### src/rtl/azimuth_tracker.sv
// rtl/azimuth_tracker.sv - configurable-resolution ACP azimuth counter with ARP, revolutions, north offset and blanking sectors
//
// Ports:
//   clk_ACP     one rising edge per ACP step
//   rst         asynchronous, active-high reset
//   en, dir     count enable; dir 0 = increment (CW), 1 = decrement (CCW)
//   load        preset az_raw to load_val (takes priority over counting)
//   north_ofs   north correction added to the raw azimuth
//   sect_*      per-sector start/stop/enable, sector i at [i*AZ_W +: AZ_W]
//   az_raw, az  raw and north-corrected azimuth
//   arp         one-ACP pulse when a count step lands on azimuth 0
//   rev_cnt     revolution count, +1 forward wrap, -1 reverse wrap
//   arp_seen    sticky flag, set with the first arp after reset
//   blank       per-sector in-window flags, blank_any their OR
module azimuth_tracker #(
    parameter int AZ_W        = 12,
    parameter int ACP_PER_REV = 4096,
    parameter int REV_W       = 8,
    parameter int NUM_SECT    = 2
) (
    input  logic                     clk_ACP,
    input  logic                     rst,
    input  logic                     en,
    input  logic                     dir,
    input  logic                     load,
    input  logic [AZ_W-1:0]          load_val,
    input  logic [AZ_W-1:0]          north_ofs,
    input  logic [NUM_SECT*AZ_W-1:0] sect_start,
    input  logic [NUM_SECT*AZ_W-1:0] sect_stop,
    input  logic [NUM_SECT-1:0]      sect_en,
    output logic [AZ_W-1:0]          az_raw,
    output logic [AZ_W-1:0]          az,
    output logic                     arp,
    output logic [REV_W-1:0]         rev_cnt,
    output logic                     arp_seen,
    output logic [NUM_SECT-1:0]      blank,
    output logic                     blank_any
);

    // PER is one bit wider than AZ_W so ACP_PER_REV = 2^AZ_W is representable
    // and wrap is decided by explicit compare, never by width overflow.
    localparam logic [AZ_W:0]   PER  = (AZ_W+1)'(ACP_PER_REV);
    localparam logic [AZ_W-1:0] MAXV = AZ_W'(ACP_PER_REV - 1);

    function automatic logic [AZ_W-1:0] clamp(input logic [AZ_W-1:0] v);
        return ({1'b0, v} >= PER) ? MAXV : v;
    endfunction

    logic [AZ_W-1:0]     nraw;
    logic                fwd_wrap;
    logic                rev_wrap;
    logic                narp;
    logic [AZ_W:0]       sum;
    logic [AZ_W-1:0]     naz;
    logic [NUM_SECT-1:0] nblank;

    always_comb begin
        nraw     = az_raw;
        fwd_wrap = 1'b0;
        rev_wrap = 1'b0;
        narp     = 1'b0;
        if (load) begin
            nraw = clamp(load_val);
        end else if (en && !dir) begin
            if (az_raw == MAXV) begin
                nraw     = '0;
                fwd_wrap = 1'b1;
            end else begin
                nraw = az_raw + AZ_W'(1);
            end
            narp = (nraw == '0);
        end else if (en && dir) begin
            if (az_raw == '0) begin
                nraw     = MAXV;
                rev_wrap = 1'b1;
            end else begin
                nraw = az_raw - AZ_W'(1);
            end
            // Stepping down from 1 lands on north and produces the ARP.
            narp = (nraw == '0);
        end

        // Both operands are below ACP_PER_REV, so one subtraction suffices.
        sum = {1'b0, nraw} + {1'b0, clamp(north_ofs)};
        naz = (sum >= PER) ? AZ_W'(sum - PER) : sum[AZ_W-1:0];

        nblank = '0;
        for (int i = 0; i < NUM_SECT; i++) begin
            logic [AZ_W-1:0] s;
            logic [AZ_W-1:0] t;
            s = clamp(sect_start[i*AZ_W +: AZ_W]);
            t = clamp(sect_stop[i*AZ_W +: AZ_W]);
            if (s <= t)
                nblank[i] = sect_en[i] && (naz >= s) && (naz <= t);
            else
                nblank[i] = sect_en[i] && ((naz >= s) || (naz <= t));
        end
    end

    always_ff @(posedge clk_ACP or posedge rst) begin
        if (rst) begin
            az_raw    <= '0;
            az        <= '0;
            arp       <= 1'b0;
            rev_cnt   <= '0;
            arp_seen  <= 1'b0;
            blank     <= '0;
            blank_any <= 1'b0;
        end else begin
            az_raw    <= nraw;
            az        <= naz;
            arp       <= narp;
            blank     <= nblank;
            blank_any <= |nblank;
            if (narp)
                arp_seen <= 1'b1;
            if (fwd_wrap)
                rev_cnt <= rev_cnt + REV_W'(1);
            else if (rev_wrap)
                rev_cnt <= rev_cnt - REV_W'(1);
        end
    end

endmodule
### config.mk
export PLATFORM = sky130hd
export DESIGN_NAME = azimuth_tracker
export DESIGN_NICKNAME = d
export VERILOG_FILES = /design/src/rtl/azimuth_tracker.sv
export SDC_FILE = /design/constraint.sdc
export NUM_CORES = 1
export LEC_CHECK = 0
export ABC_CLOCK_PERIOD_IN_PS = 15800
export BUFFER_PORTS_ARGS = -buffer_cell sky130_fd_sc_hd__buf_4
export CORE_ASPECT_RATIO = 1.5
export CORE_MARGIN = 5
export CORE_UTILIZATION = 40
export CTS_CLUSTER_DIAMETER = 150
export DETAILED_ROUTE_END_ITERATION = 8
export HOLD_SLACK_MARGIN = 0.15
export PLACE_DENSITY_LB_ADDON = 0.3
export SYNTH_ARGS = -nofsm -noshare
export SYNTH_HDL_FRONTEND = slang
export SYNTH_SLANG_ARGS = --single-unit
export TNS_END_PERCENT = 50
### constraint.sdc
create_clock -name clk_ACP -period 15.8 [get_ports clk_ACP]
set_input_delay 3.16 -clock clk_ACP [delete_from_list [all_inputs] [get_ports clk_ACP]]
set_output_delay 3.16 -clock clk_ACP [all_outputs]
set_load 0.01 [all_outputs]
==> report_table.html, run 1 <==
<table>
<tr><th>Metric</th><th>Value</th></tr>
<tr><th colspan="2">Global routing</th></tr>
<tr><td>Global route total overflow</td><td>0</td></tr>
<tr><td>M2 GR Usage</td><td>between 40 and 50%</td></tr>
<tr><td>Global routing usage on met1</td><td>22.28%</td></tr>
<tr><td>Largest net degree at the start of global routing</td><td>38</td></tr>
<tr><td>Number of antenna violations at the first check in global routing</td><td>0</td></tr>
<tr><td>Met3 Resource Use GR</td><td>roughly 2.6%</td></tr>
<tr><td>Vias in the first global route</td><td>4714</td></tr>
<tr><td>Overall global routing resource usage</td><td>21.15%</td></tr>
<tr><td>First-pass GRT wire length</td><td>23360 um</td></tr>
<tr><td>Global routing's busiest layer</td><td>met2</td></tr>
<tr><th colspan="2">Final layout</th></tr>
<tr><td>Filler cells</td><td>1126</td></tr>
<tr><td>Most frequent standard cell in the layout excluding fill and tap cells</td><td>buf_4</td></tr>
<tr><td>Post-layout net count</td><td>827</td></tr>
<tr><td>Ratio of cells with drive above 1 in the final layout</td><td>between 20% and 30%</td></tr>
<tr><td>Post-Route Utilization</td><td>about half</td></tr>
<tr><td>Highest-count cells in the layout ignoring fill and taps</td><td>buf_4, ha_1, inv_1, a21oi_1, dfrtp_1</td></tr>
<tr><td>Antenna cells</td><td>0</td></tr>
<tr><td>Area Growth Syn to Fin</td><td>23.32%</td></tr>
<tr><th colspan="2">Timing</th></tr>
<tr><td>Relative slew margins</td><td>47.97%</td></tr>
<tr><td>Clock skew</td><td>3.772 ps</td></tr>
<tr><td>Endpoints failing setup</td><td>0</td></tr>
<tr><td>Setup TNS</td><td>0 ps</td></tr>
<tr><td>Transition time at the pin with the least slew margin</td><td>between 700 and 800 ps</td></tr>
<tr><td>Maximum clock rate</td><td>approximately 0.13 GHz</td></tr>
<tr><td>RSZ-0062 raised after global routing</td><td>false</td></tr>
<tr><td>Period minus WS final</td><td>around 7900 ps</td></tr>
<tr><td>Portion of the clock cycle consumed by the worst path in the final layout</td><td>50.16%</td></tr>
<tr><td>Final hold violation count</td><td>0</td></tr>
<tr><td>Max-slew violation count</td><td>0</td></tr>
<tr><th colspan="2">Power</th></tr>
<tr><td>Net switching share of the total power</td><td>roughly two fifths</td></tr>
<tr><td>Clock Power Share</td><td>20.7%</td></tr>
<tr><td>Pwr dens</td><td>roughly 85 mW/mm^2</td></tr>
<tr><td>Peak supply drop</td><td>0.03889 mV</td></tr>
<tr><td>Leakage Power</td><td>roughly 0.0028 uW</td></tr>
<tr><td>Proportion of power drawn by flip-flops and latches</td><td>27.2%</td></tr>
<tr><td>Net switching power</td><td>roughly 190 uW</td></tr>
<tr><td>Comb power frac</td><td>a little over half</td></tr>
<tr><td>Internal Power</td><td>285.9 uW</td></tr>
<tr><th colspan="2">Route</th></tr>
<tr><td>Number of optimization iterations in the first detailed-route pass</td><td>5</td></tr>
<tr><td>Routed Antenna Nets</td><td>0</td></tr>
<tr><td>Wirelength per Cell</td><td>~18 um</td></tr>
<tr><td>DRC marker count from the first detailed-route iteration</td><td>167</td></tr>
<tr><td>Total via count in the routed design</td><td>4457</td></tr>
<tr><td>Wirelength, routed</td><td>14670 um</td></tr>
<tr><td>Vias per cell</td><td>5.550</td></tr>
<tr><td>DRC violations left</td><td>0</td></tr>
<tr><th colspan="2">Logic synthesis</th></tr>
<tr><td>Dominant combinational cell family by area after synthesis</td><td>adder cells</td></tr>
<tr><td>Number of instances in the synthesized netlist</td><td>551</td></tr>
<tr><td>Share of Yosys cell area claimed by the top area cell type</td><td>25.37%</td></tr>
<tr><td>Fraction of the mapped netlist area in simple logic gates</td><td>18.09%</td></tr>
<tr><td>Number of distinct library cell variants in the gate-level netlist after synthesis</td><td>64</td></tr>
<tr><td>Synth warnings</td><td>0</td></tr>
<tr><td>Count of flip-flops with a built-in enable after synthesis</td><td>0</td></tr>
<tr><td>Multiplexer share of the synthesized area</td><td>less than 1%</td></tr>
<tr><td>Synthesized net count</td><td>725</td></tr>
<tr><td>Largest cells by area after synthesis</td><td>ha_1, dfrtp_1, inv_1</td></tr>
<tr><td>Post-synthesis instance area</td><td>0.004587 mm^2</td></tr>
<tr><td>Share of synthesized cell area in full adder, half adder and majority cells</td><td>approximately a quarter</td></tr>
<tr><td>Sequential-to-total area share from yosys stat</td><td>20.19%</td></tr>
<tr><td>Flip-flop and latch count after synthesis</td><td>37</td></tr>
<tr><td>Synth Area in XOR/XNOR</td><td>5.155%</td></tr>
<tr><td>Leading area contributor after synthesis</td><td>ha_1</td></tr>
<tr><td>Syn_area_per_cell</td><td>approximately 8.3 um^2</td></tr>
<tr><td>Async set-reset flop share out of synthesis</td><td>100.0%</td></tr>
<tr><td>Area fraction in compound gates after synthesis</td><td>21.44%</td></tr>
<tr><td>Main synth FF type</td><td>dfrtp_1</td></tr>
<tr><th colspan="2">Clock network</th></tr>
<tr><td>Clock Tree Root</td><td>clkbuf_16</td></tr>
<tr><td>Clock latency on the worst-skew pair</td><td>280 ps</td></tr>
<tr><td>CTS Sinks</td><td>37</td></tr>
<tr><td>Clock edge transition at the registers on the reported setup and hold paths</td><td>about 60 ps</td></tr>
<tr><td>Clock tree buffer depth</td><td>2</td></tr>
<tr><td>Number of CTS-inserted buffers</td><td>5</td></tr>
<tr><td>Quantity of gates resized following cts</td><td>0</td></tr>
<tr><td>H-tree depth reported by CTS</td><td>2</td></tr>
<tr><td>Number of hold-repair buffers added at the cts stage</td><td>0</td></tr>
<tr><td>Number of buffers inserted by post-CTS setup repair</td><td>0</td></tr>
<tr><td>Clock tree from TritonCTS</td><td>done</td></tr>
<tr><th colspan="2">Placement</th></tr>
<tr><td>Post-detailed-placement half-perimeter wirelength</td><td>12460 um</td></tr>
<tr><td>Number of port buffers</td><td>about 120</td></tr>
<tr><td>Placer Congestion</td><td>0.8990</td></tr>
<tr><th colspan="2">Setup path</th></tr>
<tr><td>Worst reg2reg setup slack</td><td>9230 ps</td></tr>
<tr><td>Number of cells traversed by the worst register-to-register path</td><td>23</td></tr>
<tr><td>Data required time of the critical path</td><td>15960 ps</td></tr>
<tr><td>Reg2reg end</td><td>blank_any</td></tr>
<tr><td>Data arrival time of the critical path</td><td>8090 ps</td></tr>
<tr><td>RR Startpoint</td><td>az_raw[0]</td></tr>
<tr><td>Type of element capturing the critical path</td><td>register</td></tr>
<tr><td>Startpoint type of the worst setup path</td><td>input port</td></tr>
<tr><td>Critical Path Fanout Max</td><td>15</td></tr>
<tr><td>Worst setup path class</td><td>in -&gt; reg</td></tr>
<tr><th colspan="2">Hold path</th></tr>
<tr><td>Depth of the worst hold-timing path</td><td>1</td></tr>
<tr><td>Startpoint of the lowest-slack hold path</td><td>arp_seen</td></tr>
<tr><td>Hold crit path type</td><td>reg -&gt; reg</td></tr>
<tr><td>Endpoint, Worst Hold</td><td>arp_seen</td></tr>
<tr><th colspan="2">Floorplan</th></tr>
<tr><td>Width of the chip</td><td>97.44 um</td></tr>
<tr><td># rows</td><td>48</td></tr>
<tr><td>Num ports</td><td>around 120</td></tr>
<tr><td>Die area</td><td>0.01375 mm^2</td></tr>
<tr><td>Starting utilization of the core area</td><td>40.41%</td></tr>
<tr><td>Core area</td><td>~0.011 mm^2</td></tr>
<tr><td>Die height</td><td>141.2 um</td></tr>
<tr><th colspan="2">Outcome</th></tr>
<tr><td>Run status</td><td>finished clean</td></tr>
<tr><th colspan="2">Job</th></tr>
<tr><td>Number of maximum-capacitance constraint violations</td><td>0</td></tr>
</table>
==> metal layers <==
| layer | part of all wire, % | vias to the layer above |
|---|---|---|
| met5 | 0 | - |
| met4 | 4.9 | 0 |
| met3 | 4.9 | 37 |
| met2 | 53 | 167 |
| met1 | 37 | 2054 |
| li1 | - | 2199 |
==> per-stage QoR <==
stage	std cells	hold slack (ps)	total power (uW)	cell area, um^2	worst slack, ps
finish	803	463.6	478.4	5657	7874
global route	803	482.3	515.8	5657	7659
CTS	803	469.3	481.4	5657	7988
detailed placement	796	453.8	379.7	5510	7695
global placement	796	449.4	371.5	5510	7893
floorplan	551	503.9	285.1	4587	8343
==> layout make-up <==
class | count | area [um^2] | area share, %
well taps | 150 | 187.7 | 3.318
flip-flops and latches | 37 | 925.9 | 16.37
repair buffers | 116 | 870.8 | 15.39
clock buffers | 6 | 138.9 | 2.455
clock inverters | 1 | 7.507 | 0.1327
multi-input cells | 429 | 3286 | 58.08
inverters | 64 | 240.2 | 4.247
==> state kept, by name (all words and copies together) (netlist names) <==
signal and flops:
arp 1, arp_seen 1, az 12, az_raw 12, blank 2, blank_any 1, rev_cnt 8
==> power by group through the flow <==
stage / Combinational [uW] / Sequential (uW) / Clock [uW]
2_1_floorplan: 155 / 130 / 0
3_3_place_gp: 240 / 132 / 0
3_5_place_dp: 248 / 131 / 0
4_1_cts: 249 / 130 / 102
5_1_grt: 277 / 133 / 107
6_report: 249 / 130 / 98.9
==> Yosys cell counts (3+ instances only) <==
master,instances
buf_4,4
o21a_1,3
a21oi_1,46
nor3_1,20
nand4_1,17
xor2_1,6
nor4_1,3
o21ai_0,26
a211oi_1,7
o21ai_1,4
o22ai_1,3
a31oi_1,7
a21o_1,14
a22o_1,3
dfrtp_1,37
nand2_1,35
xnor2_1,21
buf_6,5
o41ai_1,3
clkbuf_1,9
and4_1,3
inv_1,64
ha_1,93
o211ai_1,7
nand2b_1,5
nand3_1,13
nor2_1,31
nor2b_1,8
and3_1,5
==> kinds of logic (layout without fill, tap and decap cells) <==
kind of cell,count (synthesis),count (layout)
muxes,3,3
AOI/OAI and AO/OA,149,149
xor gates and xnor gates,27,27
adders and majority gates,95,95
buffers and inverters,85,187
DFF,37,37
and+or+nand+nor,155,155
==> worst max-delay path, stage by stage <==
cell	delay, ps
buf_4	170
inv_1	350
a211oi_1	100
a211oi_1	230
a21oi_1	90
ha_1	230
fa_1	410
a21o_1	200
a21oi_1	240
o21bai_1	110
a2111o_1	460
a31o_2	250
a21oi_1	180
xnor2_1	200
ha_1	390
nand4_1	150
a211o_1	310
a31oi_1	240
nor3_1	80
a22o_1	260
or2_2	260
==> worst max-delay path by stage <==
| stage | startpoint | endpoint | slack, ps | depth (start not counted) |
|---|---|---|---|---|
| global placement | en | blank_any | 7890 | 21 |
| finish | en | blank_any | 7870 | 21 |
| CTS | en | blank_any | 7990 | 21 |
| floorplan | dir | blank_any | 8340 | 21 |
| detailed placement | en | blank_any | 7700 | 21 |
| global route | en | blank_any | 7660 | 21 |
No activity file was read; power rests on OpenSTA's default activity.
==> run 2, diff against run 1 <==
Settings changed: ABC_CLOCK_PERIOD_IN_PS 15800 to 8300.
Clock period 15.8 ns to 8.3 ns, I/O delays scaled along.
==> report_table.html, run 2 (same netlist as run 1, synthesis figures left out) <==
<table>
<tr><th>Metric</th><th>Value</th></tr>
<tr><th colspan="2">Floorplan</th></tr>
<tr><td>Die area</td><td>0.01375 mm^2</td></tr>
<tr><td># rows</td><td>48</td></tr>
<tr><td>Die height</td><td>141.2 um</td></tr>
<tr><td>Num ports</td><td>116</td></tr>
<tr><td>Core area</td><td>roughly 0.011 mm^2</td></tr>
<tr><td>Width of the chip</td><td>97.44 um</td></tr>
<tr><td>Starting utilization of the core area</td><td>approximately 40%</td></tr>
<tr><th colspan="2">Final layout</th></tr>
<tr><td>Non-Filler Instances</td><td>804</td></tr>
<tr><td>Filler cells</td><td>1124</td></tr>
<tr><td>Post-layout net count</td><td>about 830</td></tr>
<tr><td>Ratio of cells with drive above 1 in the final layout</td><td>21.10%</td></tr>
<tr><td>Antenna cells</td><td>0</td></tr>
<tr><td>Highest-count cells in the layout ignoring fill and taps</td><td>buf_4, ha_1, inv_1, a21oi_1, dfrtp_1</td></tr>
<tr><td>Final cell area excluding filler cells</td><td>0.005682 mm^2</td></tr>
<tr><td>Largest registers</td><td>az: 12 flops, az_raw: 12 flops, rev_cnt: 8 flops</td></tr>
<tr><td>Area Growth Syn to Fin</td><td>23.87%</td></tr>
<tr><td>Most frequent standard cell in the layout excluding fill and tap cells</td><td>buf_4</td></tr>
<tr><th colspan="2">Hold path</th></tr>
<tr><td>Endpoint, Worst Hold</td><td>arp_seen</td></tr>
<tr><td>Hold crit path type</td><td>reg -&gt; reg</td></tr>
<tr><td>Startpoint of the lowest-slack hold path</td><td>arp_seen</td></tr>
<tr><td>Depth of the worst hold-timing path</td><td>1</td></tr>
<tr><th colspan="2">Route</th></tr>
<tr><td>Total via count in the routed design</td><td>4531</td></tr>
<tr><td>Vias per cell</td><td>5.636</td></tr>
<tr><td>Wirelength, routed</td><td>14380 um</td></tr>
<tr><td>DRC marker count from the first detailed-route iteration</td><td>roughly 150</td></tr>
<tr><td>Routed Antenna Nets</td><td>0</td></tr>
<tr><td>DRC violations left</td><td>0</td></tr>
<tr><td>Number of optimization iterations in the first detailed-route pass</td><td>5</td></tr>
<tr><td>Wirelength per Cell</td><td>17.88 um</td></tr>
<tr><th colspan="2">Setup path</th></tr>
<tr><td>Critical Path Fanout Max</td><td>10</td></tr>
<tr><td>Worst reg2reg setup slack</td><td>roughly 1800 ps</td></tr>
<tr><td>Number of cells traversed by the worst register-to-register path</td><td>23</td></tr>
<tr><td>Startpoint type of the worst setup path</td><td>register</td></tr>
<tr><td>Reg2reg end</td><td>blank_any</td></tr>
<tr><td>Data arrival time of the critical path</td><td>6620 ps</td></tr>
<tr><td>Data required time of the critical path</td><td>8460 ps</td></tr>
<tr><td>Type of element capturing the critical path</td><td>register</td></tr>
<tr><td>Worst setup path class</td><td>reg -&gt; reg</td></tr>
<tr><td>RR Startpoint</td><td>az_raw[0]</td></tr>
<tr><th colspan="2">Clock network</th></tr>
<tr><td>Number of CTS-inserted buffers</td><td>5</td></tr>
<tr><td>Clock tree from TritonCTS</td><td>done</td></tr>
<tr><td>H-tree depth reported by CTS</td><td>2</td></tr>
<tr><td>Clock Tree Root</td><td>clkbuf_16</td></tr>
<tr><td>Number of hold-repair buffers added at the cts stage</td><td>0</td></tr>
<tr><td>Clock edge transition at the registers on the reported setup and hold paths</td><td>roughly 60 ps</td></tr>
<tr><td>Clock tree buffer depth</td><td>2</td></tr>
<tr><td>Clock latency on the worst-skew pair</td><td>290 ps</td></tr>
<tr><td>CTS Sinks</td><td>37</td></tr>
<tr><td>Number of buffers inserted by post-CTS setup repair</td><td>0</td></tr>
<tr><td>Quantity of gates resized following cts</td><td>0</td></tr>
<tr><th colspan="2">Outcome</th></tr>
<tr><td>Run status</td><td>finished clean</td></tr>
<tr><th colspan="2">Global routing</th></tr>
<tr><td>First-pass GRT wire length</td><td>22630 um</td></tr>
<tr><td>Largest net degree at the start of global routing</td><td>38</td></tr>
<tr><td>Overall global routing resource usage</td><td>between 20 and 25%</td></tr>
<tr><td>Global route total overflow</td><td>0</td></tr>
<tr><td>Number of antenna violations at the first check in global routing</td><td>0</td></tr>
<tr><td>Vias in the first global route</td><td>4697</td></tr>
<tr><th colspan="2">Power</th></tr>
<tr><td>Comb power frac</td><td>50.2%</td></tr>
<tr><td>Pwr dens</td><td>165.1 mW/mm^2</td></tr>
<tr><td>Leakage Power</td><td>between 0.002 and 0.003 uW</td></tr>
<tr><td>Total power after layout</td><td>938.2 uW</td></tr>
<tr><td>Proportion of power drawn by flip-flops and latches</td><td>between 20% and 30%</td></tr>
<tr><td>Peak supply drop</td><td>~0.077 mV</td></tr>
<tr><td>Net switching share of the total power</td><td>39.46%</td></tr>
<tr><td>Internal Power</td><td>approximately 570 uW</td></tr>
<tr><td>Net switching power</td><td>370.2 uW</td></tr>
<tr><td>Clock Power Share</td><td>a little under a quarter</td></tr>
<tr><th colspan="2">Timing</th></tr>
<tr><td>Transition time at the pin with the least slew margin</td><td>between 700 and 800 ps</td></tr>
<tr><td>Portion of the clock cycle consumed by the worst path in the final layout</td><td>between 70 and 80%</td></tr>
<tr><td>Relative slew margins</td><td>a little under half</td></tr>
<tr><td>Period minus WS final</td><td>6457 ps</td></tr>
<tr><td>Least setup slack across all paths after layout</td><td>roughly 1800 ps</td></tr>
<tr><td>Setup TNS</td><td>0 ps</td></tr>
<tr><td>Final hold violation count</td><td>0</td></tr>
<tr><td>Endpoints failing setup</td><td>0</td></tr>
<tr><td>Clock skew</td><td>roughly 8.5 ps</td></tr>
<tr><td>Max-slew violation count</td><td>0</td></tr>
<tr><td>RSZ-0062 raised after global routing</td><td>false</td></tr>
<tr><td>Maximum clock rate</td><td>between 0.15 and 0.2 GHz</td></tr>
<tr><th colspan="2">Placement</th></tr>
<tr><td># placed instances</td><td>roughly 800</td></tr>
<tr><td>DP Area</td><td>0.005510 mm^2</td></tr>
<tr><td>Number of port buffers</td><td>around 120</td></tr>
<tr><td>DP Worst Slack</td><td>1662 ps</td></tr>
<tr><td>Placer Congestion</td><td>0.9614</td></tr>
<tr><td>Post-detailed-placement half-perimeter wirelength</td><td>12160 um</td></tr>
<tr><th colspan="2">Job</th></tr>
<tr><td>Number of maximum-capacitance constraint violations</td><td>0</td></tr>
</table>
==> run 2: changes by cell type in the layout (fill, tap and decap cells not counted) <==
cell / previous run / this run
bufinv_16: 0 / 1
clkbuf_8: 1 / 0
clkinv_4: 0 / 1
==> run 2: metal layers <==
metal	track usage [%]	wire, um	up-vias
li1	-	-	2201
met1	21.55	5295	2114
met2	38.31	7558	177
met3	2.772	744	39
met4	11.82	780	0
met5	0	0	-
==> run 2: power by group through the flow <==
stage	combinational [uW]	clock, uW	sequential (uW)
after floorplan	296	0	247
after global placement	456	0	251
after detailed placement	470	0	251
after CTS	473	226	247
after global routing	525	230	252
final	471	220	248
==> run 2: cell type report <==
type,instances,area (um^2),share of cell area (%)
Tap cell,150,187.7,3.303
Clock inverter,3,46.29,0.8148
Sequential cell,37,925.9,16.30
Timing Repair Buffer,116,870.8,15.33
Inverter,64,240.2,4.228
Clock buffer,5,125.1,2.202
Multi-Input combinational cell,429,3286,57.83
==> run 2: worst max-delay path by stage <==
| stage | startpoint | slack (ps) | cells after the start | to |
|---|---|---|---|---|
| 6_report | az_raw[0] | 1840 | 23 | blank_any |
| 5_1_grt | az_raw[0] | 1490 | 23 | blank_any |
| 4_1_cts | az_raw[0] | 1920 | 23 | blank_any |
| 3_5_place_dp | en | 1660 | 21 | blank_any |
| 3_3_place_gp | en | 1850 | 21 | blank_any |
| 2_1_floorplan | dir | 2340 | 21 | blank_any |
==> run 2: metrics by stage <==
| step | hold slack [ps] | utilization (%) |
|---|---|---|
| floorplan | 503.9 | - |
| detailed placement | 461.8 | 48.55 |
| global placement | 451.2 | 48.55 |
| global route | 508.2 | 50.06 |
| finish | 470.5 | 50.06 |
| CTS | 478.1 | 50.06 |
==> run 2: critical path, cell delays in order (launching register included) <==
cell	delay, ps
dfrtp_1	600
ha_1	270
nand2_1	150
nor3_2	450
and3_1	450
a211oi_1	130
a211oi_1	250
a21oi_1	90
ha_1	230
fa_1	400
a21o_1	200
a21oi_1	230
o21bai_1	120
a2111o_1	450
a31o_2	250
a21oi_1	180
xnor2_1	190
ha_1	360
nand4_1	150
a211o_1	300
a31oi_1	250
o21ai_0	150
a22o_1	220
or2_2	270
==> run 3, diff against run 2 <==
Settings changed: ABC_CLOCK_PERIOD_IN_PS 8300 to 6500.
Clock period 8.3 ns to 6.5 ns, I/O delays scaled along.
==> report_table.html, run 3 (same netlist as run 1, synthesis figures left out) <==
<table>
<tr><th>Metric</th><th>Value</th></tr>
<tr><th colspan="2">Placement</th></tr>
<tr><td># placed instances</td><td>802</td></tr>
<tr><td>Post-detailed-placement half-perimeter wirelength</td><td>12240 um</td></tr>
<tr><td>DP Worst Slack</td><td>~260 ps</td></tr>
<tr><td>Number of port buffers</td><td>115</td></tr>
<tr><td>Placer Congestion</td><td>approximately 0.90</td></tr>
<tr><th colspan="2">Timing</th></tr>
<tr><td>Relative slew margins</td><td>48.07%</td></tr>
<tr><td>RSZ-0062 raised after global routing</td><td>false</td></tr>
<tr><td>Period minus WS final</td><td>between 5000 and 6000 ps</td></tr>
<tr><td>Portion of the clock cycle consumed by the worst path in the final layout</td><td>about 90%</td></tr>
<tr><td>Clock skew</td><td>approximately 7.4 ps</td></tr>
<tr><td>Hold slack final</td><td>about 460 ps</td></tr>
<tr><td>Max-slew violation count</td><td>0</td></tr>
<tr><td>Least setup slack across all paths after layout</td><td>509.2 ps</td></tr>
<tr><td>Maximum clock rate</td><td>0.1669 GHz</td></tr>
<tr><td>Transition time at the pin with the least slew margin</td><td>776.1 ps</td></tr>
<tr><td>Endpoints failing setup</td><td>0</td></tr>
<tr><td>Final hold violation count</td><td>0</td></tr>
<tr><td>Setup TNS</td><td>0 ps</td></tr>
<tr><th colspan="2">Global routing</th></tr>
<tr><td>Number of antenna violations at the first check in global routing</td><td>0</td></tr>
<tr><td>Overall global routing resource usage</td><td>20.83%</td></tr>
<tr><td>Largest net degree at the start of global routing</td><td>38</td></tr>
<tr><td>Vias in the first global route</td><td>4722</td></tr>
<tr><td>Global route total overflow</td><td>0</td></tr>
<tr><td>First-pass GRT wire length</td><td>23050 um</td></tr>
<tr><th colspan="2">Power</th></tr>
<tr><td>Pwr dens</td><td>203.8 mW/mm^2</td></tr>
<tr><td>Net switching share of the total power</td><td>40.76%</td></tr>
<tr><td>Comb power frac</td><td>53.1%</td></tr>
<tr><td>Peak supply drop</td><td>0.09008 mV</td></tr>
<tr><td>Leakage Power</td><td>about 0.0028 uW</td></tr>
<tr><td>Net switching power</td><td>around 470 uW</td></tr>
<tr><td>Clock Power Share</td><td>20.4%</td></tr>
<tr><td>Internal Power</td><td>689.1 uW</td></tr>
<tr><td>Proportion of power drawn by flip-flops and latches</td><td>26.5%</td></tr>
<tr><th colspan="2">Floorplan</th></tr>
<tr><td>Core area</td><td>~0.011 mm^2</td></tr>
<tr><td>Starting utilization of the core area</td><td>40.41%</td></tr>
<tr><td>Die height</td><td>141.2 um</td></tr>
<tr><td># rows</td><td>48</td></tr>
<tr><td>Num ports</td><td>116</td></tr>
<tr><td>Width of the chip</td><td>97.44 um</td></tr>
<tr><td>Die area</td><td>roughly 0.014 mm^2</td></tr>
<tr><th colspan="2">Setup path</th></tr>
<tr><td>Data required time of the critical path</td><td>6670 ps</td></tr>
<tr><td>Critical Path Fanout Max</td><td>15</td></tr>
<tr><td>Worst setup path class</td><td>in -&gt; reg</td></tr>
<tr><td>Type of element capturing the critical path</td><td>register</td></tr>
<tr><td>Data arrival time of the critical path</td><td>6160 ps</td></tr>
<tr><td>Startpoint type of the worst setup path</td><td>input port</td></tr>
<tr><th colspan="2">Final layout</th></tr>
<tr><td>Antenna cells</td><td>0</td></tr>
<tr><td>Filler cells</td><td>1057</td></tr>
<tr><td>Non-Filler Instances</td><td>810</td></tr>
<tr><td>Largest registers</td><td>az: 12 flops, az_raw: 12 flops, rev_cnt: 8 flops</td></tr>
<tr><td>Most frequent standard cell in the layout excluding fill and tap cells</td><td>buf_4</td></tr>
<tr><td>Ratio of cells with drive above 1 in the final layout</td><td>22.27%</td></tr>
<tr><td>Post-layout net count</td><td>833</td></tr>
<tr><td>Highest-count cells in the layout ignoring fill and taps</td><td>buf_4, ha_1, inv_1, a21oi_1, nand2_1</td></tr>
<tr><td>Area Growth Syn to Fin</td><td>24.44%</td></tr>
<tr><th colspan="2">Route</th></tr>
<tr><td>Number of optimization iterations in the first detailed-route pass</td><td>4</td></tr>
<tr><td>Total via count in the routed design</td><td>4557</td></tr>
<tr><td>DRC violations left</td><td>0</td></tr>
<tr><td>Wirelength, routed</td><td>around 14000 um</td></tr>
<tr><td>Wirelength per Cell</td><td>17.87 um</td></tr>
<tr><td>Vias per cell</td><td>5.626</td></tr>
<tr><td>DRC marker count from the first detailed-route iteration</td><td>~170</td></tr>
<tr><td>Routed Antenna Nets</td><td>0</td></tr>
<tr><th colspan="2">Hold path</th></tr>
<tr><td>Hold crit path type</td><td>reg -&gt; reg</td></tr>
<tr><th colspan="2">Clock network</th></tr>
<tr><td>Clock edge transition at the registers on the reported setup and hold paths</td><td>60 ps</td></tr>
<tr><td>Clock latency on the worst-skew pair</td><td>290 ps</td></tr>
<tr><td>CTS Sinks</td><td>37</td></tr>
<tr><td>Clock Tree Root</td><td>clkbuf_16</td></tr>
<tr><td>Number of CTS-inserted buffers</td><td>5</td></tr>
<tr><td>Clock tree from TritonCTS</td><td>done</td></tr>
<tr><td>Clock tree buffer depth</td><td>2</td></tr>
<tr><td>H-tree depth reported by CTS</td><td>2</td></tr>
<tr><th colspan="2">Outcome</th></tr>
<tr><td>Run status</td><td>finished clean</td></tr>
<tr><th colspan="2">Job</th></tr>
<tr><td>Number of maximum-capacitance constraint violations</td><td>0</td></tr>
</table>
run 3: cell count changes in the layout (fill, tap and decap cells not counted), moves of 2 or more:
cell | before | now
clkinv_2 | 0 | 2
dfrtp_1 | 37 | 34
buf_4 | 116 | 122
dfrtp_2 | 0 | 3
run 3: path summary, 6_finish.rpt:
path                         endpoint       from  cells after the start  slack, ps
setup / recovery            blank_any         en                     21        510
hold / removal               arp_seen   arp_seen                      1        460
setup reg to reg            blank_any  az_raw[0]                     23        510
hold reg to reg              arp_seen   arp_seen                      1        460
max in group asynchronous   az_raw[2]        rst                      3       5010
min in group asynchronous  rev_cnt[1]        rst                      3       1120
run 3: layout make-up:
class	count	area, um^2	area share, %
multi-input combinational	429	3292	57.67
sequential	37	929.6	16.29
timing repair buffer	122	915.9	16.05
inverter	64	240.2	4.209
tap	150	187.7	3.288
clock buffer	5	125.1	2.192
clock inverter	3	17.52	0.3069
run 3: power by group through the flow:
stage	Clock [uW]	Combinational, uW	Sequential [uW]
floorplan	0	378	315
global placement	0	593	312
detailed placement	0	612	311
CTS	242	616	307
global route	250	687	313
finish	238	618	308
run 3: per-layer routing:
metal	wire, um	track usage (%)	vias to the layer above
met5	0	0	-
met4	843	12.98	0
met3	608	2.822	52
met2	7574	38.71	152
met1	5446	21.85	2134
li1	-	-	2219
run 3: stage by stage:
stage | util (%) | power (uW) | area (um^2)
final | 50.29 | 1163 | 5708
after global routing | 50.29 | 1250 | 5708
after CTS | 50.20 | 1165 | 5698
after detailed placement | 48.94 | 923.4 | 5555
after global placement | 48.94 | 905.1 | 5555
after floorplan | - | 693.1 | 4587
run 3: worst max-delay path, cell delays in order:
cell      delay [ps]
buf_4            170
inv_1            330
a211oi_1          90
a211oi_1         260
a21oi_1          100
ha_1             240
fa_1             400
a21o_1           190
a21oi_1          240
o21bai_1         120
a2111o_1         440
a31o_2           240
a21oi_1          170
xnor2_1          190
ha_1             380
nand4_1          150
a211o_1          300
a31oi_1          230
nor3_1            80
a22o_1           260
or2_2            270
run 3: what timing repair did:
item	CTS	global route
hold buffers	0	0
resized for setup	0	4
setup endpoints to repair	0	1
setup buffers	0	0
